$ cat src/rtl/shift_seq8.sv
// shift_seq8: sequential 8-bit shift engine.
// Latches an operand, shift amount (0-7) and operation on start, then walks
// the shift through a 0-3 position per-cycle datapath until the full amount
// has been applied. The result is presented on a registered d_out together
// with a single-cycle done pulse.
//
// Ports:
//   clk    - clock, rising edge
//   reset  - asynchronous, active-high reset
//   start  - begin a shift (accepted in IDLE or DONE, ignored in SHIFT)
//   op     - 00 LSL, 01 LSR, 10 ASR, 11 ROR
//   d_in   - operand
//   shamt  - total shift amount 0-7
//   d_out  - registered result, held until the next completion
//   busy   - high while shifting
//   done   - one-cycle pulse when d_out carries a new result
//
// Build option: define SHIFT_SEQ8_ROR_EN to build the rotate datapath.
// Without it, op=11 completes immediately as a pass-through (d_out=d_in).
module shift_seq8 (
    input  logic       clk,
    input  logic       reset,
    input  logic       start,
    input  logic [1:0] op,
    input  logic [7:0] d_in,
    input  logic [2:0] shamt,
    output logic [7:0] d_out,
    output logic       busy,
    output logic       done
);

    localparam int unsigned W = 8;

    localparam logic [1:0] OP_LSL = 2'b00;
    localparam logic [1:0] OP_LSR = 2'b01;
    localparam logic [1:0] OP_ASR = 2'b10;
    localparam logic [1:0] OP_ROR = 2'b11;

    typedef enum logic [1:0] {
        S_IDLE  = 2'd0,
        S_SHIFT = 2'd1,
        S_DONE  = 2'd2
    } state_t;

    state_t       r_state;
    state_t       w_state_nxt;
    logic [W-1:0] r_acc;
    logic [W-1:0] r_d_out;
    logic [2:0]   r_rem;
    logic [1:0]   r_op_q;

    logic         w_accept;
    logic         w_zero;
    logic         w_last;
    logic [1:0]   w_step;
    logic [W-1:0] w_shifted;

    // One datapath step: shift a by n (0-3) positions, a 4:1 choice per bit.
    function automatic logic [W-1:0] f_shift(input logic [W-1:0] a,
                                             input logic [1:0]   o,
                                             input logic [1:0]   n);
`ifdef SHIFT_SEQ8_ROR_EN
        logic [2*W-1:0] dbl;
        dbl = {a, a} >> n;
`endif
        case (o)
            OP_LSL:  f_shift = a << n;
            OP_LSR:  f_shift = a >> n;
            OP_ASR:  f_shift = W'($signed(a) >>> n);
`ifdef SHIFT_SEQ8_ROR_EN
            OP_ROR:  f_shift = dbl[W-1:0];
`endif
            default: f_shift = a;
        endcase
    endfunction

    // Accept decode; zero-length requests skip SHIFT entirely.
    assign w_accept = start && ((r_state == S_IDLE) || (r_state == S_DONE));
`ifdef SHIFT_SEQ8_ROR_EN
    assign w_zero   = (shamt == 3'd0);
`else
    assign w_zero   = (shamt == 3'd0) || (op == OP_ROR);
`endif

    // Per-cycle step is capped at 3; last step when the remainder fits.
    assign w_step    = (r_rem > 3'd3) ? 2'd3 : r_rem[1:0];
    assign w_last    = (r_rem <= 3'd3);
    assign w_shifted = f_shift(r_acc, r_op_q, w_step);

    // State register.
    always_ff @(posedge clk or posedge reset) begin
        if (reset) begin
            r_state <= S_IDLE;
        end else begin
            r_state <= w_state_nxt;
        end
    end

    // Next-state logic.
    always_comb begin
        w_state_nxt = r_state;
        case (r_state)
            S_IDLE: begin
                if (w_accept) begin
                    w_state_nxt = w_zero ? S_DONE : S_SHIFT;
                end
            end
            S_SHIFT: begin
                if (w_last) begin
                    w_state_nxt = S_DONE;
                end
            end
            S_DONE: begin
                if (w_accept) begin
                    w_state_nxt = w_zero ? S_DONE : S_SHIFT;
                end else begin
                    w_state_nxt = S_IDLE;
                end
            end
            default: w_state_nxt = S_IDLE;
        endcase
    end

    // Moore outputs decoded from the state register.
    always_comb begin
        busy = 1'b0;
        done = 1'b0;
        case (r_state)
            S_SHIFT: busy = 1'b1;
            S_DONE:  done = 1'b1;
            default: ;
        endcase
    end

    // Operand latch, iterative shift, and result register.
    always_ff @(posedge clk or posedge reset) begin
        if (reset) begin
            r_acc   <= '0;
            r_rem   <= '0;
            r_op_q  <= '0;
            r_d_out <= '0;
        end else if (w_accept) begin
            r_acc  <= d_in;
            r_rem  <= shamt;
            r_op_q <= op;
            if (w_zero) begin
                r_d_out <= d_in;
            end
        end else if (r_state == S_SHIFT) begin
            r_acc <= w_shifted;
            r_rem <= r_rem - {1'b0, w_step};
            if (w_last) begin
                r_d_out <= w_shifted;
            end
        end
    end

    assign d_out = r_d_out;

endmodule
$ cat config.mk
export PLATFORM = sky130hd
export DESIGN_NAME = shift_seq8
export DESIGN_NICKNAME = d
export VERILOG_FILES = /design/src/rtl/shift_seq8.sv
export SDC_FILE = /design/constraint.sdc
export NUM_CORES = 1
export LEC_CHECK = 0
export ABC_AREA = 1
export CAP_MARGIN = 40
export CORE_MARGIN = 8
export CORE_UTILIZATION = 35
export DETAILED_ROUTE_END_ITERATION = 16
export PLACE_DENSITY = 0.65
export RECOVER_POWER = 25
export SLEW_MARGIN = 5
export SYNTH_ARGS = -nofsm -noshare
export SYNTH_HDL_FRONTEND = slang
export SYNTH_SLANG_ARGS = --single-unit
$ cat constraint.sdc
create_clock -name clk -period 1.95 [get_ports clk]
set_clock_uncertainty 0.05 [all_clocks]
set_input_delay 0.2925 -clock clk [delete_from_list [all_inputs] [get_ports clk]]
set_output_delay 0.2925 -clock clk [all_outputs]
set_load 0.005 [all_outputs]
* Word level (Yosys, flattened, before mapping)
Cells that the tools add are included.
** Word-level totals
- Register bits after elaboration :: 23
- Bits in latches :: 0
- Memory bits (writable) :: 0
- ROM bits :: 0
- Output and inout bits :: 10
- Word-level logic and storage cells :: 46
- Memories kept :: 0
** Operators by class
- Add/sub/neg operators :: 1
- Multiply operators :: 0
- Divide/modulo/power cells :: 0
- Magnitude comparators :: 2
- Eq/ne operators :: 8
- Shift operators :: 3
- Muxes and demuxes :: 17
- Bitwise operators :: 0
- Reduce and logical (&&, ||, !) cells :: 10
** Operators with widths (number)
- $mux W8 :: 6
- $pmux W8 S3 :: 1
- $mux W2 :: 5
- $shl A8 B2 Y8 :: 1
- $shr A8 B2 Y8 :: 1
- $sshr A8 B2 Y8 :: 1
- $eq A2 B2 Y1 const B :: 3
- $mux W3 :: 2
- $pmux W2 S3 :: 1
- $eq A2 B1 Y1 const B :: 2
- $logic_not A2 Y1 :: 2
- $ne A2 B2 Y1 const B :: 2
- $reduce_bool A2 Y1 :: 2
- $gt A3 B2 Y1 const B :: 1
- $le A3 B2 Y1 const B :: 1
- $logic_not A3 Y1 :: 1
- $reduce_and A3 Y1 :: 1
- $sub A3 B2 Y3 :: 1
- $logic_or A1 B1 Y1 :: 2
- $mux W1 :: 2
- $ne A2 B1 Y1 const B :: 1
- $reduce_and A2 Y1 :: 1
- $logic_and A1 B1 Y1 :: 1

* Depth between registers and ports, before layout
- Depth in word-level cells :: 7
- Depth in mapped cells :: 13
- Gate-level depth less buffers :: 12

* Least setup slack after synthesis
Ideal clock, no wire load.
- Path kind :: flip-flop to flip-flop
- Start :: register r_rem[2]
- End :: register r_acc[3]
- Setup time :: 0.117 ns
- Arrival :: 1.223 ns
- Data required time :: 1.783 ns
- Setup slack :: 0.560 ns
- Cell stages (with the launch flop) :: 13
- Cell sequence :: dfrtp_1 > buf_6 > inv_6 > nand2_4 > buf_8 > nand2_2 > nand2_1 > nand2_1 > nand2_1 > o21bai_1 > nand2_1 > nand2_1 > nand2_1
** Between the ends
- Word-level cells in the longest chain between the ends :: 6
- Elaborated cells between the ends (all ways) :: 8
- Classes of those cells :: order compare: 1; shift: 3; mux: 4
** RTL lines
- start: declaration :: RTL line 49 : logic [2:0] r_rem;
- start signal: assignment :: RTL line 144 : r_rem <= shamt;
- start signal: assignment :: RTL line 151 : r_rem <= r_rem - {1'b0, w_step};
- $gt A3 B2 Y1 (*) :: RTL line 86 : assign w_step = (r_rem > 3'd3) ? 2'd3 : r_rem[1:0];
- $mux W2 (*) :: RTL line 86
- $sshr A8 B2 Y8, or another cell as far along :: RTL line 69 : OP_ASR: f_shift = W'($signed(a) >>> n);
- $pmux W8 S3 (*) :: RTL line 66 : case (o)
- $mux W8 (*) :: RTL line 149 : end else if (r_state == S_SHIFT) begin
- $mux W8 (*) :: RTL line 142 : end else if (w_accept) begin
- end signal: assignment :: RTL line 143 : r_acc <= d_in;
- end signal: assignment :: RTL line 150 : r_acc <= w_shifted;
- end: declaration :: RTL line 47 : logic [W-1:0] r_acc;
Every way passes the cells marked *; elsewhere a longest branch is shown, timed or not. The select of a mux whose other input is x is not followed.
A chain may end at the register's enable or synchronous reset.

* Worst setup path in the final report
- Start :: register r_state[0]
- End :: output port busy
** Between the ends
- Word-level cells in the longest chain between the ends :: 2
** RTL lines
- start: declaration :: RTL line 45 : state_t r_state;
- start signal: assignment :: RTL line 95 : r_state <= w_state_nxt;
- $eq A2 B1 Y1 :: RTL line 128 : case (r_state)
- $mux W1 :: RTL line 128
- end: declaration :: RTL line 28 : output logic busy,
No other way between the ends.

==> results_dict.tcl <==
set metrics [dict create \
    synth-main-ff-cell "dfrtp_1" \
    postCtsHoldBufs 0 \
    synth-seq-area-share_pct 36.22 \
    maxCapViolations 0 \
    clock.fmax_ghz 0.5641 \
    hold_end "d_out[1]" \
    cts_sinks 23 \
    switchingPower_w 0.001648 \
    clock_power_share_pct 8.9 \
    min-delay-path-class "flop to flop" \
    overflow 0 \
    antenna_cells 0 \
    cts_resized 0 \
    netlist-cell-type-count 27 \
    htreeDepth 1 \
    drive_above_1_share_pct 9.158 \
    synth-seq-cells 23 \
    rsz0062_at_grt "false" \
    synthCells 245 \
    total_leakage_power_nw 1.007 \
    synth_common_cells "nand2_1 (112), dfrtp_1 (23), nor2_1 (20), nand3_1 (19), inv_1 (15)" \
    required_ns 1.61 \
    totalPowerFinal_w 0.003306 \
    worstSetupStartpoint "r_state[0]" \
    grt_first_pass_wirelength_mm 6.955 \
    synthArstFlopShare_pct 100.0 \
    pwr-share-comb_pct 62.7 \
    synth_edf_count 0 \
    syn_nets 262 \
    worstSkewPairLatency_ns 0.26 \
    grt_usage_pct 11.59 \
    p_int_w 0.001658 \
    rr_startpoint "r_rem[0]" \
    period_share_pct 90.90 \
    grt_pass1_vias 1513 \
    power_density_nw_per_um2 1712 \
    ant_nets 0 \
    setup_ws_ns 0.1774 \
    worstSetupEndpointType "output pin" \
    gp_congestion 0.9321 \
    post_cts_buffers 0 \
    start_util_pct 36.49 \
    worstSetupPathType "flop to output pin" \
    synth.most_common_cell "nand2_1" \
    root_buffer "clkbuf_8" \
    nets 291 \
    fp.dieH_microns 83.38 \
    synth_area_leader_cell "dfrtp_1" \
    viasPerCell 4.858 \
    placed_area_sq_um 1889 \
    critPathMaxFanout 4 \
    cts_tree "done" \
    drc 0 \
    wl_mm 3.950 \
    slew_violations 0 \
    final.setup.tns_ns 0 \
    synth_top_area_share_pct 36.22 \
    startpoint_type "flop" \
    num-fill-cells 440 \
    cts-buffers-inserted 3 \
    fp.dieArea_sq_um 6952 \
    via_count 1579 \
    rr_worst_depth 8 \
    dp_hpwl_mm 3.123 \
    reg2reg_slack_ns 0.28 \
    hold_violations 0 \
    die_x_microns 83.38 \
    status "finished, final reports clean" \
    clock_path_buffers 2 \
    arrival_ns 1.43 \
    peakVddDrop_mv 0.8473 \
    slew_headroom_pct 16.81 \
    switching_share_pct 49.85 \
    tightestPinTransition_ns 1.248 \
    yosys_warnings 0 \
    core-area_sq_um 4354 \
    post-route-min-period_ns 1.773 \
    first_pass_iters 4 \
    synth.area.top_cells "dfrtp_1 (36%), nand2_1 (26%), nand3_1 (6.0%)" \
    area_growth_syn_to_layout_pct 21.50 \
    reg2reg_to "d_out[0]" \
    hold_depth 2 \
    drt_iter0_drc 193 \
    setup_viol_count_final 0 \
    pre_cts_slack_ns 0.2196 \
    io_pins 26 \
    clkSlewWorstSetupHoldPaths_ns 0.08 \
    fp-row-count 24 \
    synth.cell_area_sq_um 1589 \
    grt_max_degree 24 \
    numPortBuffers 25 \
    antenna_found_initial 0 \
    seq_power_share_pct 28.4 \
    whs_ns 0.4382 \
    avgSynthCellArea_sq_um 6.486 \
    design_area_sq_um 1931 \
    min-delay-start "d_out[1]" \
    wire_per_inst_microns 12.15 \
]
==> area by class of cell <==
class	instances	area [sq um]	share of cell area [%]
timing repair buffer	30	284.0	14.71
multi-input combinational	195	877.1	45.43
inverter	21	83.83	4.342
tap	52	65.06	3.370
clock buffer	4	45.04	2.333
sequential	23	575.6	29.81
==> cells in the final DEF (no fill, tap or decap) <==
master           count
inv_6                1
inv_1               15
nand2_4              1
nand4_1              1
clkbuf_8             3
nor2_1              20
ha_1                 1
nand2_2              7
o211ai_1             4
nor2_2               1
or2_2                1
o21ai_1              5
nand3_1             19
nor2_4               2
xor2_1               1
dfrtp_1             23
buf_4                4
o21ai_0              6
a21oi_1              8
o31ai_1              1
inv_2                5
clkdlybuf4s50_1     25
a31oi_1              2
o21bai_1             2
nand2_1            112
o221ai_1             1
clkbuf_1             2
==> how the worst max path moves through the flow <==
stage | end | cells after the start
floorplan | r_acc[3] | 12
detailed placement | d_out[7] | 6
finish | busy | 3
global placement | d_out[7] | 6
global route | busy | 4
CTS | busy | 4
==> stage by stage <==
step | utilization (%) | cells
3_5_place_dp | 43.39 | 321
3_3_place_gp | 43.39 | 321
4_1_cts | 44.43 | 325
6_report | 44.34 | 325
2_1_floorplan | - | 245
5_1_grt | 44.34 | 325
==> metal layers <==
layer	up-vias	routed length, microns	global-route usage, %
li1	832	-	-
met2	55	1680	16.97
met4	0	61	5.272
met5	-	0	0
met3	5	261	1.953
met1	687	1946	15.98
==> registers in the layout (all words and copies together), names as in the netlist <==
register	flops
d_out	8
r_acc	8
r_op_q	2
r_rem	3
r_state	2
==> power by group through the flow <==
stage                     sequential [W]  clock (W)  combinational (W)
final                           0.000938   0.000296            0.00207
after global routing            0.000963   0.000323            0.00239
after CTS                       0.000932   0.000301            0.00208
after detailed placement        0.000939          0            0.00206
after global placement          0.000941          0            0.00209
after floorplan                 0.000874          0            0.00158
==> cell families after synthesis <==
family,Yosys count,share of synthesized area (%)
xor+xnor,1,0.5513
fa+ha+maj,1,0.7873
compound gates,29,10.63
flops,23,36.22
simple gates,164,43.23
buf+inv,27,8.583
==> critical path: stages (launching register included) <==
cell             delay, ns
dfrtp_1               0.41
nand2_1               0.13
inv_1                 0.11
clkdlybuf4s50_1       0.52
Note: power is estimated with default switching activity, not from simulation.
